**config.mk**
```make
export PLATFORM = sky130hd
export DESIGN_NAME = mc_result_tx
export DESIGN_NICKNAME = d
export VERILOG_FILES = /design/src/rtl/mc_result_tx.sv
export SDC_FILE = /design/constraint.sdc
export NUM_CORES = 1
export LEC_CHECK = 0
export CORE_MARGIN = 2
export CORE_UTILIZATION = 44
export CTS_CLUSTER_SIZE = 40
export DETAILED_ROUTE_END_ITERATION = 8
export DONT_BUFFER_PORTS = 1
export PLACE_DENSITY = 0.6
export SLEW_MARGIN = 5
export SYNTH_ARGS = -nofsm -noshare
export SYNTH_HDL_FRONTEND = slang
export SYNTH_SLANG_ARGS = --single-unit
```
**constraint.sdc**
```tcl
create_clock -name clk -period 4.3 [get_ports clk]
set_input_delay 1.29 -clock clk [delete_from_list [all_inputs] [get_ports clk]]
set_output_delay 1.29 -clock clk [all_outputs]
set_load 0.05 [all_outputs]
```
**src/rtl/mc_result_tx.sv**
```systemverilog
// -----------------------------------------------------------------------------
// mc_result_tx
//
// Sends one Monte Carlo points count over a UART line. The count is written as
// ASCII hex, most significant nibble first, and followed by CR and LF.
//
// A result is accepted on a valid/ready handshake. The block has no buffer:
// while a frame is being sent, result_ready stays low and new results are
// ignored. The accepted value is latched, so later changes on the result input
// cannot corrupt the frame that is on the line.
//
// Each character goes out as 8N1:
//   - one start bit (0)
//   - eight data bits, LSB first
//   - one stop bit (1)
// Every bit lasts CLKS_PER_BIT clocks. Characters follow each other with no
// idle time between them.
//
// Frame length: NCH = ceil(WIDTH/4) + 2 characters, which is NCH*10*CLKS_PER_BIT
// clocks. If the result is accepted at cycle k:
//   - tx goes low at cycle k+1;
//   - the last stop bit ends at cycle k+NCH*10*CLKS_PER_BIT;
//   - result_ready is high again one cycle later.
//
// Parameters
//   WIDTH         result width in bits (1..32)
//   CLKS_PER_BIT  UART bit period in clk cycles (>= 2)
//
// Ports
//   clk           clock; all logic runs on the rising edge
//   rst           synchronous, active-high reset; aborts any frame in flight
//   result_valid  result holds a finished count
//   result        points count from the estimator
//   result_ready  block can accept a result this cycle (IDLE only)
//   tx            UART serial line, idle high, driven from a register
//   busy          a frame is being transmitted (= !result_ready)
// -----------------------------------------------------------------------------
module mc_result_tx #(
    parameter int WIDTH        = 4,
    parameter int CLKS_PER_BIT = 868
) (
    input  logic             clk,
    input  logic             rst,
    input  logic             result_valid,
    input  logic [WIDTH-1:0] result,
    output logic             result_ready,
    output logic             tx,
    output logic             busy
);

    // -------------------------------------------------------------------------
    // Derived sizes
    // -------------------------------------------------------------------------
    localparam int NDIG  = (WIDTH + 3) / 4;       // hex digits per frame
    localparam int NCH   = NDIG + 2;              // digits + CR + LF
    localparam int PAD_W = 4 * NDIG;              // result widened to whole nibbles
    localparam int CNT_W = $clog2(CLKS_PER_BIT);  // bit-period counter width
    localparam int IDX_W = $clog2(NCH);           // character index width

    localparam logic [CNT_W-1:0] CNT_LAST  = CNT_W'(CLKS_PER_BIT - 1);
    localparam logic [IDX_W-1:0] IDX_LAST  = IDX_W'(NCH - 1);
    localparam logic [IDX_W-1:0] IDX_CR    = IDX_W'(NDIG);
    localparam logic [2:0]       BIT_LAST  = 3'd7;

    localparam logic [7:0] ASCII_CR = 8'h0D;
    localparam logic [7:0] ASCII_LF = 8'h0A;

    // -------------------------------------------------------------------------
    // Transmit sequencer states
    //
    // LOAD_CHAR holds the line low. It is the first clock of the start bit, so
    // START only waits out the remaining CLKS_PER_BIT-1 clocks. Because of this,
    // fetching a character adds no time to the frame, and characters follow
    // each other without gaps.
    // -------------------------------------------------------------------------
    typedef enum logic [2:0] {
        IDLE,
        LOAD_CHAR,
        START,
        DATA,
        STOP
    } state_t;

    state_t           state_q,    state_d;
    logic [CNT_W-1:0] bit_cnt_q,  bit_cnt_d;   // clocks within the current bit
    logic [2:0]       bit_idx_q,  bit_idx_d;   // data bit being sent
    logic [IDX_W-1:0] char_idx_q, char_idx_d;  // character within the frame
    logic [7:0]       shift_q,    shift_d;     // character being serialised
    logic [WIDTH-1:0] result_q,   result_d;    // count latched at accept
    logic             tx_q,       tx_d;

    // -------------------------------------------------------------------------
    // Character generator
    //
    // The digit selected by char_idx_q is taken from the latched count. The
    // count is zero-extended to whole nibbles, so the top digit is zero-padded
    // when WIDTH is not a multiple of 4.
    // -------------------------------------------------------------------------
    logic [PAD_W-1:0] result_pad;
    logic [3:0]       nibble;
    logic [7:0]       cur_char;

    assign result_pad = PAD_W'(result_q);

    // 0-9 -> '0'-'9', 10-15 -> 'A'-'F' (0x37 + 10 = 0x41)
    function automatic logic [7:0] hex_ascii(input logic [3:0] nib);
        logic [7:0] code;
        if (nib < 4'd10) begin
            code = 8'h30 + {4'h0, nib};
        end else begin
            code = 8'h37 + {4'h0, nib};
        end
        return code;
    endfunction

    always_comb begin
        // NOTE: every signal written here gets a default first, so no path
        // through the block can leave it unassigned and infer a latch.
        nibble   = 4'h0;
        cur_char = ASCII_LF;

        // Character 0 carries the most significant nibble.
        for (int d = 0; d < NDIG; d++) begin
            if (char_idx_q == IDX_W'(d)) begin
                nibble = result_pad[PAD_W-1-4*d -: 4];
            end
        end

        if (char_idx_q < IDX_CR) begin
            cur_char = hex_ascii(nibble);
        end else if (char_idx_q == IDX_CR) begin
            cur_char = ASCII_CR;
        end else begin
            cur_char = ASCII_LF;
        end
    end

    // -------------------------------------------------------------------------
    // Next-state logic
    // -------------------------------------------------------------------------
    always_comb begin
        state_d    = state_q;
        bit_cnt_d  = bit_cnt_q;
        bit_idx_d  = bit_idx_q;
        char_idx_d = char_idx_q;
        shift_d    = shift_q;
        result_d   = result_q;
        tx_d       = tx_q;

        unique case (state_q)
            IDLE: begin
                tx_d = 1'b1;
                if (result_valid) begin
                    // Accept: latch the count and start the first start bit on
                    // the next clock.
                    result_d   = result;
                    char_idx_d = '0;
                    bit_cnt_d  = '0;
                    tx_d       = 1'b0;
                    state_d    = LOAD_CHAR;
                end
            end

            LOAD_CHAR: begin
                // First clock of the start bit. The line is already low.
                shift_d   = cur_char;
                bit_cnt_d = bit_cnt_q + CNT_W'(1);
                state_d   = START;
            end

            START: begin
                if (bit_cnt_q == CNT_LAST) begin
                    bit_cnt_d = '0;
                    bit_idx_d = '0;
                    tx_d      = shift_q[0];
                    state_d   = DATA;
                end else begin
                    bit_cnt_d = bit_cnt_q + CNT_W'(1);
                end
            end

            DATA: begin
                if (bit_cnt_q == CNT_LAST) begin
                    bit_cnt_d = '0;
                    if (bit_idx_q == BIT_LAST) begin
                        tx_d    = 1'b1;
                        state_d = STOP;
                    end else begin
                        // Present the next bit while shifting, so tx changes
                        // exactly on the bit boundary.
                        bit_idx_d = bit_idx_q + 3'd1;
                        shift_d   = {1'b0, shift_q[7:1]};
                        tx_d      = shift_q[1];
                    end
                end else begin
                    bit_cnt_d = bit_cnt_q + CNT_W'(1);
                end
            end

            STOP: begin
                if (bit_cnt_q == CNT_LAST) begin
                    bit_cnt_d = '0;
                    if (char_idx_q == IDX_LAST) begin
                        state_d = IDLE;
                    end else begin
                        // Go straight into the next start bit.
                        char_idx_d = char_idx_q + IDX_W'(1);
                        tx_d       = 1'b0;
                        state_d    = LOAD_CHAR;
                    end
                end else begin
                    bit_cnt_d = bit_cnt_q + CNT_W'(1);
                end
            end

            default: begin
                state_d = IDLE;
                tx_d    = 1'b1;
            end
        endcase
    end

    // -------------------------------------------------------------------------
    // State registers
    //
    // Reset wins over a simultaneous result_valid. A frame cut short by reset
    // leaves the line high and is not resumed.
    // -------------------------------------------------------------------------
    always_ff @(posedge clk) begin
        // NOTE: registers update with non-blocking assignments, so every flop
        // samples the values from before this edge, whatever the statement
        // order.
        if (rst) begin
            state_q    <= IDLE;
            bit_cnt_q  <= '0;
            bit_idx_q  <= '0;
            char_idx_q <= '0;
            shift_q    <= '0;
            result_q   <= '0;
            tx_q       <= 1'b1;
        end else begin
            state_q    <= state_d;
            bit_cnt_q  <= bit_cnt_d;
            bit_idx_q  <= bit_idx_d;
            char_idx_q <= char_idx_d;
            shift_q    <= shift_d;
            result_q   <= result_d;
            tx_q       <= tx_d;
        end
    end

    // -------------------------------------------------------------------------
    // Outputs
    // -------------------------------------------------------------------------
    assign tx           = tx_q;
    assign result_ready = (state_q == IDLE);
    assign busy         = ~result_ready;

endmodule

```
==> impl_metrics.py, run 1 <==
metrics = {
    "timing": {
        "hold_ws_ns": 0.455,
        "tightest_slew_ns": 0.551,
        "maxSlewViolCount": 0,
        "tns_ns": 0,
        "rsz0062_at_grt": "no",
        "min_period_ns": 2.83,
        "skew_ns": 0.00220,
        "setup_viol": 0,
        "period_share_pct": 65.9,
        "final-hold-violation-count": 0,
        "relSlewSlack_pct": 63.2,
        "fmax_mhz": 353,
    },
    "clock_tree": {
        "cts_resized": 0,
        "clk_pin_slew_ns": 0.06,
        "clkSinkCount": 30,
        "clk_latency_ns": 0.28,
        "postCtsHoldBufs": 0,
        "numCtsBuffers": 5,
        "htreeDepth": 2,
        "cts_buffer_depth": 2,
        "cts_tree": "done",
        "cts_root_buf": "clkbuf_8",
        "cts_setup_buffers": 0,
    },
    "worst_setup_path": {
        "cp_cell_sequence": "nor3_2, buf_4, inv_1",
        "r2r-end": "shift_q[2]",
        "arrival_ns": 1.54,
        "cp_max_fo": 16,
        "regToRegSetupSlack_ns": 2.17,
        "critical-path-top-delay-family": "flip-flops",
        "r2r_start": "bit_idx_q[0]",
        "path_class": "flop to output port",
        "critPathLaunchType": "flop",
        "cp_slowest_cell": "dfxtp_1",
        "rr_worst_depth": 6,
        "crit_required_ns": 3.01,
        "crit_buf_inv": 2,
        "max_stage_delay_ns": 0.63,
        "crit_path_end_kind": "output port",
    },
    "global_route": {
        "grt-ovfl-total": 0,
        "grt_pass1_vias": 1413,
        "grt_max_degree": 26,
        "grt_usage_pct": 18.6,
        "antenna_found_initial": 0,
        "grt_pass1_wl_mm": 6.40,
    },
    "yosys": {
        "ys_seq_area_share_pct": 34.7,
        "ys.flop_type": "dfxtp_1",
        "synth_edf_count": 0,
        "syn-mean-instance-area_sq_um": 7.94,
        "synth_seq_cells": 30,
        "syn_inst": 218,
        "synth.cell_area_sq_um": 1730,
        "synthArstFlopShare_pct": 0,
        "yosysWarnings": 0,
        "syn_nets": 233,
        "synth.distinct_cells": 44,
    },
    "pwr": {
        "seqPwrFrac_pct": 46.0,
        "ir_drop_mv": 0.195,
        "clkPwrFrac_pct": 32.1,
        "p_sw_mw": 0.238,
        "static-leakage-power_nw": 0.637,
        "pwr-share-comb_pct": 21.9,
        "p_int_mw": 0.486,
        "p_per_area_nw_per_um2": 396,
        "p_sw_share_pct": 32.8,
    },
    "placement": {
        "gp_congestion": 0.812,
        "hpwlAfterDp_mm": 2.60,
        "io_buffers": 0,
        "dpl_cell_area_sq_um": 1740,
    },
    "drt": {
        "finalWirelength_mm": 3.58,
        "vias": 1480,
        "drt_first_pass_iters": 4,
        "dr.first_iter.drc_count": 145,
        "final_antenna_net_count": 0,
        "wl_per_cell_um": 13.6,
        "drc_errors": 0,
        "via_per_inst": 5.63,
    },
    "floorplan": {
        "rows": 22,
        "start_util_pct": 46.6,
        "die_area_sq_um": 4450,
        "fp.dieW_um": 66.7,
        "ioPinCount": 10,
        "die_h_um": 66.7,
        "core_area_sq_um": 3720,
    },
    "finish": {
        "area_delta_synth_final_pct": 5.56,
        "final_core_util_pct": 49.2,
        "layout_commonest_cell": "dfxtp_1",
        "finish.net_count": 229,
        "layout_common_cells": "dfxtp_1, nor2_1, nand2_1",
        "drive_gt1_share_pct": 6.05,
        "diodes": 0,
        "fin_area_sq_um": 1830,
    },
    "run": {
        "maxCapViolCount": 0,
    },
    "hold_path": {
        "hold-path-endpoint": "shift_q[3]",
        "holdPathStages": 2,
        "holdCritPathClass": "flop to flop",
        "min-delay-start": "shift_q[3]",
    },
    "run_status": {
        "status": "finished clean",
    },
}
==> cell type report <==
type                    instances  area, sq um
clock buffers                   7         86.3
clock inverters                 1         5.00
fillers                       383         1890
inverters                       8         30.0
multi-input cells             168         1040
flip-flops and latches         30          601
well taps                      48         60.1
repair buffers                  1         7.51
==> tightest hold or removal path, stage by stage (launching register included) <==
cell,delay [ns]
dfxtp_1,0.31
nand2_1,0.05
a21oi_1,0.05
==> worst max path at each step <==
stage                          start  endpoint  slack, ns  cells after the start
after global routing      state_q[2]      busy       1.38                      3
final                     state_q[2]      busy       1.47                      3
after CTS                 state_q[2]      busy       1.47                      3
after floorplan           state_q[2]      busy       0.92                      2
after global placement    state_q[2]      busy       1.82                      3
after detailed placement  state_q[2]      busy       1.78                      3
==> layer usage <==
layer	track usage (%)	vias to the layer above	part of all wire, %
met1	26.7	697	51
met2	27.4	23	44
met3	5.07	5	3.8
met5	0	-	0
met4	4.85	0	0.87
li1	-	755	-
==> power by group through the flow <==
stage / registers, mW / logic [mW] / clock network (mW)
after floorplan: 0.325 / 0.147 / 0
after global placement: 0.336 / 0.153 / 0
after detailed placement: 0.339 / 0.158 / 0
after CTS: 0.332 / 0.158 / 0.241
after global routing: 0.338 / 0.174 / 0.257
final: 0.333 / 0.158 / 0.232
==> Yosys cell counts, drive strengths merged (3+ instances only) <==
cell type | instances | area [sq um]
nand2b | 6 | 37.5
or3 | 4 | 25.0
nor2 | 29 | 109
nand3 | 8 | 40.0
nand4 | 4 | 25.0
o21ai | 13 | 65.1
nor4 | 3 | 18.8
nand2 | 24 | 90.1
o31ai | 3 | 22.5
buf | 6 | 43.8
nor3 | 5 | 25.0
mux2i | 9 | 90.1
xnor2 | 6 | 52.6
nand3b | 3 | 22.5
ha | 8 | 100
xor2 | 3 | 26.3
clkbuf | 6 | 23.8
inv | 8 | 30.0
dfxtp | 30 | 601
a21oi | 17 | 85.1
==> state kept, by name (all words and copies together) (netlist names) <==
register / count
bit_cnt_q: 10
result_pad: 4
shift_q: 7
bit_idx_q: 3
char_idx_q: 2
tx: 1
state_q: 3
==> metrics by stage <==
step / instances / total power [mW] / worst slack, ns
final: 263 / 0.724 / 1.47
after global routing: 263 / 0.769 / 1.38
after CTS: 263 / 0.731 / 1.47
after detailed placement: 255 / 0.496 / 1.78
after global placement: 255 / 0.489 / 1.82
after floorplan: 218 / 0.472 / 0.918
==> cells by family (layout without fill, tap and decap cells) <==
group,count (synthesis),in the layout,synth area share [%]
simple gates,96,96,27.7
compound gates,45,45,15.8
flops,30,30,34.7
buf+inv,20,17,5.64
mux,10,10,5.85
xor+xnor,9,9,4.55
fa+ha+maj,8,8,5.78
(Power assumes the default switching activity.)
==> inputs of run 2 (changes only) <==
--- a/config.mk
+++ b/config.mk
@@ -10,7 +10,7 @@
 export CTS_CLUSTER_SIZE = 40
 export DETAILED_ROUTE_END_ITERATION = 8
 export DONT_BUFFER_PORTS = 1
-export PLACE_DENSITY = 0.6
+export PLACE_DENSITY = 0.62
 export SLEW_MARGIN = 5
 export SYNTH_ARGS = -nofsm -noshare
 export SYNTH_HDL_FRONTEND = slang
==> constraint.sdc (replaced) <==
create_clock -name clk -period 2.4 [get_ports clk]
set_input_delay 0.72 -clock clk [delete_from_list [all_inputs] [get_ports clk]]
set_output_delay 0.72 -clock clk [all_outputs]
set_load 0.05 [all_outputs]
==> run 2 against run 1 <==
  * Power is 95% higher
  * Hold slack improved by 0.0077 ns
  * Count of clock-buffer cells in the layout fell by 1
  * Final area increased by 3.1%
  * Worst setup slack worse by 1.2 ns
  * Critical path depth increased by 3
  * Highest routed layer unchanged
  * Sequential cell count is the same
  * Global-route usage is 0.93 points lower
  * Utilization up 1.5 points
  * Final cell count is 1.9% higher
==> impl_metrics.py, run 2 (synthesis results as in run 1) <==
metrics = {
    "clock_tree": {
        "clkSinkCount": 30,
        "numCtsBuffers": 5,
        "cts_setup_buffers": 0,
        "cts_buffer_depth": 2,
        "cts_root_buf": "clkbuf_8",
        "clk_latency_ns": 0.29,
        "postCtsHoldBufs": 0,
        "cts_tree": "done",
        "clk_pin_slew_ns": 0.07,
        "htreeDepth": 2,
        "cts_resized": 0,
    },
    "global_route": {
        "grt_max_degree": 26,
        "grt_pass1_vias": 1285,
        "antenna_found_initial": 0,
        "grt_pass1_wl_mm": 5.97,
        "grt-ovfl-total": 0,
        "grt_usage_pct": 17.7,
    },
    "run": {
        "maxCapViolCount": 0,
    },
    "pwr": {
        "ir_drop_mv": 0.378,
        "p_per_area_nw_per_um2": 747,
        "static-leakage-power_nw": 0.665,
    },
    "worst_setup_path": {
        "arrival_ns": 2.32,
        "cp_slowest_cell": "or3_1",
        "critPathLaunchType": "flop",
        "critical-path-top-delay-family": "simple AND/OR/NAND/NOR gates",
        "crit_required_ns": 2.62,
        "crit_buf_inv": 0,
        "cp_cell_sequence": "ha_1, ha_1, or3_1, o22a_1, or3_1, a21oi_1",
        "regToRegSetupSlack_ns": 0.30,
        "max_stage_delay_ns": 0.41,
        "crit_path_end_kind": "flop",
        "path_class": "flop to flop",
        "cp_max_fo": 11,
    },
    "drt": {
        "via_per_inst": 5.37,
        "vias": 1439,
        "finalWirelength_mm": 3.41,
        "drc_errors": 0,
        "drt_first_pass_iters": 4,
        "wl_per_cell_um": 12.7,
        "final_antenna_net_count": 0,
        "dr.first_iter.drc_count": 94,
    },
    "placement": {
        "io_buffers": 0,
        "preCtsSetupSlack_ns": 0.320,
        "dp_cells": 260,
        "hpwlAfterDp_mm": 2.42,
        "gp_congestion": 0.824,
    },
    "finish": {
        "layout_commonest_cell": "dfxtp_1",
        "top_register": "bit_cnt_q",
        "finish.net_count": 234,
        "layout_common_cells": "dfxtp_1, nor2_1, nand2_1",
        "fillCellCount": 380,
        "area_delta_synth_final_pct": 8.82,
        "largest_reg_flops": 10,
        "seq_area_sq_um": 601,
        "drive_gt1_share_pct": 8.18,
        "diodes": 0,
        "finalNonFillerCells": 268,
        "multi_input_area_sq_um": 1040,
    },
    "timing": {
        "relSlewSlack_pct": 65.7,
        "maxSlewViolCount": 0,
        "tightest_slew_ns": 0.514,
        "min_period_ns": 2.10,
        "tns_ns": 0,
        "fmax_mhz": 477,
        "period_share_pct": 87.4,
        "fin_ws_ns": 0.301,
        "skew_ns": 0.00730,
        "rsz0062_at_grt": "no",
        "final-hold-violation-count": 0,
        "setup_viol": 0,
    },
    "floorplan": {
        "ioPinCount": 10,
        "die_area_sq_um": 4450,
        "rows": 22,
        "start_util_pct": 46.6,
        "fp.dieW_um": 66.7,
        "core_area_sq_um": 3720,
        "die_h_um": 66.7,
    },
    "run_status": {
        "status": "finished clean",
    },
    "hold_path": {
        "holdCritPathClass": "flop to flop",
    },
}
run 2: worst register-to-register path, stage by stage, from the launching register on:
cell,delay (ns)
dfxtp_1,0.33
ha_1,0.20
ha_1,0.25
or3_1,0.39
o22a_1,0.33
or3_1,0.41
a21oi_1,0.12
run 2: power breakdown:
part           internal, mW  total [mW]  leakage (nW)  switching [mW]
Sequential            0.534       0.585         0.244          0.0508
Combinational         0.123       0.311         0.370           0.188
Clock                 0.310       0.512        0.0514           0.202
run 2: stage by stage:
stage	power (mW)	util, %	cell area, sq um	hold WS [ns]
2_1_floorplan	0.849	-	1740	0.436
3_3_place_gp	0.906	47.7	1770	0.448
3_5_place_dp	0.907	47.7	1770	0.456
4_1_cts	1.42	50.7	1880	0.467
5_1_grt	1.49	50.7	1880	0.477
6_report	1.41	50.7	1880	0.463
run 2: area by class of cell:
| type | count | share of cell area, % |
|---|---|---|
| Multi-Input combinational cell | 168 | 55.1 |
| Sequential cell | 30 | 31.9 |
| Clock buffer | 6 | 3.85 |
| Tap cell | 48 | 3.19 |
| Timing Repair Buffer | 6 | 2.39 |
| Clock inverter | 2 | 1.99 |
| Inverter | 8 | 1.59 |
run 2: metal layers:
layer / global-route usage (%) / vias to the layer above / part of all wire (%)
met4: 6.89 / 0 / 1.6
li1: - / 765 / -
met2: 26.1 / 13 / 41
met3: 5.57 / 5 / 2.6
met1: 23.9 / 656 / 54
met5: 0 / - / 0
run 2: final timing paths:
check / end / cells past startpoint / from
max: shift_q[2] / 6 / bit_idx_q[0]
min: shift_q[1] / 2 / shift_q[1]
max reg2reg: shift_q[2] / 6 / bit_idx_q[0]
min reg2reg: shift_q[1] / 2 / shift_q[1]
==> inputs of run 3 (changes only) <==
--- a/config.mk
+++ b/config.mk
@@ -5,12 +5,13 @@
 export SDC_FILE = /design/constraint.sdc
 export NUM_CORES = 1
 export LEC_CHECK = 0
+export CORE_ASPECT_RATIO = 1.2
 export CORE_MARGIN = 2
 export CORE_UTILIZATION = 44
 export CTS_CLUSTER_SIZE = 40
 export DETAILED_ROUTE_END_ITERATION = 8
 export DONT_BUFFER_PORTS = 1
-export PLACE_DENSITY = 0.62
+export PLACE_DENSITY = 0.6
 export SLEW_MARGIN = 5
 export SYNTH_ARGS = -nofsm -noshare
 export SYNTH_HDL_FRONTEND = slang
==> constraint.sdc (replaced) <==
create_clock -name clk -period 2.2 [get_ports clk]
set_input_delay 0.66 -clock clk [delete_from_list [all_inputs] [get_ports clk]]
set_output_delay 0.66 -clock clk [all_outputs]
set_load 0.05 [all_outputs]
==> run 3 against run 2 <==
  * Via count is 2.0% higher
  * Fmax grew 4.4%
  * Final area fell by 0.20%
  * Sequential cell count unchanged
  * Utilization fell by 1.8 points
  * Count of clock-buffer cells in the layout is 1 higher
==> impl_metrics.py, run 3 (synthesis results as in run 1) <==
metrics = {
    "worst_setup_path": {
        "cp_max_fo": 7,
        "r2r-end": "shift_q[3]",
        "cp-startpoint": "bit_idx_q[0]",
        "crit_required_ns": 2.42,
        "crit_path_end_kind": "flop",
        "rr_worst_depth": 7,
        "path_class": "flop to flop",
        "r2r_start": "bit_idx_q[0]",
        "arrival_ns": 2.23,
        "critPathLaunchType": "flop",
        "regToRegSetupSlack_ns": 0.19,
    },
    "placement": {
        "hpwlAfterDp_mm": 2.43,
        "preCtsSetupSlack_ns": 0.205,
        "gp_congestion": 0.759,
        "io_buffers": 0,
    },
    "drt": {
        "via_per_inst": 5.34,
        "finalWirelength_mm": 3.36,
        "drt_first_pass_iters": 4,
        "vias": 1468,
        "wl_per_cell_um": 12.2,
        "final_antenna_net_count": 0,
        "drc_errors": 0,
        "dr.first_iter.drc_count": 65,
    },
    "clock_tree": {
        "clkSinkCount": 30,
        "cts_buffer_depth": 2,
        "htreeDepth": 2,
        "cts_root_buf": "clkbuf_8",
        "cts_setup_buffers": 0,
        "postCtsHoldBufs": 0,
        "numCtsBuffers": 5,
        "cts_resized": 0,
        "clk_latency_ns": 0.28,
        "cts_tree": "done",
        "clk_pin_slew_ns": 0.06,
    },
    "pwr": {
        "ir_drop_mv": 0.412,
        "p_sw_share_pct": 31.9,
        "p_per_area_nw_per_um2": 758,
        "clkPwrFrac_pct": 31.6,
        "seqPwrFrac_pct": 44.7,
        "static-leakage-power_nw": 0.667,
        "pwr-share-comb_pct": 23.7,
        "p_sw_mw": 0.455,
        "p_int_mw": 0.970,
        "power_mw": 1.43,
    },
    "timing": {
        "tightest_slew_ns": 0.547,
        "min_period_ns": 2.01,
        "skew_ns": 0.00290,
        "rsz0062_at_grt": "no",
        "maxSlewViolCount": 0,
        "fin_ws_ns": 0.190,
        "period_share_pct": 91.4,
        "hold_ws_ns": 0.443,
        "setup_viol": 0,
        "fmax_mhz": 497,
        "tns_ns": 0,
        "relSlewSlack_pct": 63.4,
        "final-hold-violation-count": 0,
    },
    "floorplan": {
        "fp.dieW_um": 61.3,
        "start_util_pct": 45.0,
        "rows": 25,
        "core_area_sq_um": 3850,
        "ioPinCount": 10,
        "die_h_um": 72.7,
        "die_area_sq_um": 4460,
    },
    "finish": {
        "multi_input_area_sq_um": 1040,
        "layout_common_cells": "dfxtp_1, nor2_1, nand2_1",
        "top_register": "bit_cnt_q",
        "seq_area_sq_um": 601,
        "largest_reg_flops": 10,
        "area_delta_synth_final_pct": 8.60,
        "fillCellCount": 392,
        "diodes": 0,
        "drive_gt1_share_pct": 8.60,
        "layout_commonest_cell": "dfxtp_1",
        "finish.net_count": 235,
    },
    "hold_path": {
        "min-delay-start": "rst",
        "holdPathStages": 1,
        "holdCritPathClass": "primary input to flop",
        "hold-path-endpoint": "bit_cnt_q[8]",
    },
    "global_route": {
        "grt_pass1_wl_mm": 5.58,
        "grt_max_degree": 26,
        "grt_usage_pct": 16.5,
        "antenna_found_initial": 0,
        "grt_pass1_vias": 1300,
        "grt-ovfl-total": 0,
    },
    "run_status": {
        "status": "finished clean",
    },
    "run": {
        "maxCapViolCount": 0,
    },
}
## run 3: changes by cell type in the layout (fill, tap and decap cells not counted), sizes merged
cell / change
buf: +1
bufinv: -1
clkbuf: +1
clkinv: +1
clkinvlp: -1
## run 3: area by class of cell
| class | instances | area share [%] |
|---|---|---|
| tap | 54 | 3.59 |
| multi-input combinational | 168 | 55.2 |
| timing repair buffer | 7 | 2.79 |
| clock inverter | 1 | 0.266 |
| inverter | 8 | 1.60 |
| sequential | 30 | 31.9 |
| clock buffer | 7 | 4.59 |
## run 3: worst max path at each step
stage	end	slack, ns	cells after the start
6_report	shift_q[3]	0.19	7
5_1_grt	shift_q[3]	0.12	7
4_1_cts	shift_q[3]	0.19	7
3_5_place_dp	shift_q[3]	0.21	7
3_3_place_gp	shift_q[3]	0.24	7
2_1_floorplan	busy	0.03	2
## run 3: layer usage
metal  wire [um]  part of all wire [%]  global-route usage (%)  up-vias
met5           0                     0                       0        -
met1        1620                    48                    21.4      669
li1            -                     -                       -      774
met3         103                   3.1                    4.79        6
met2        1580                    47                    25.7       19
met4          56                   1.7                    5.80        0
## run 3: worst max-delay path, stage by stage (launching register included)
cell and delay, ns:
dfxtp_1 0.32, ha_1 0.20, ha_1 0.25, or3_1 0.39, o22a_1 0.26, buf_4 0.19, or2_0 0.22, a21oi_1 0.12
## run 3: per-stage QoR
step	instance area (sq um)	utilization (%)	std cells
after floorplan	1740	-	218
after global placement	1790	46.5	267
after detailed placement	1790	46.5	267
after CTS	1880	48.9	275
after global routing	1880	48.9	275
final	1880	48.9	275
## run 3: power groups by stage
stage	registers, mW	logic [mW]	clock network [mW]
after floorplan	0.637	0.289	0
after global placement	0.648	0.341	0
after detailed placement	0.649	0.340	0
after CTS	0.637	0.341	0.471
after global routing	0.643	0.380	0.490
final	0.637	0.337	0.451
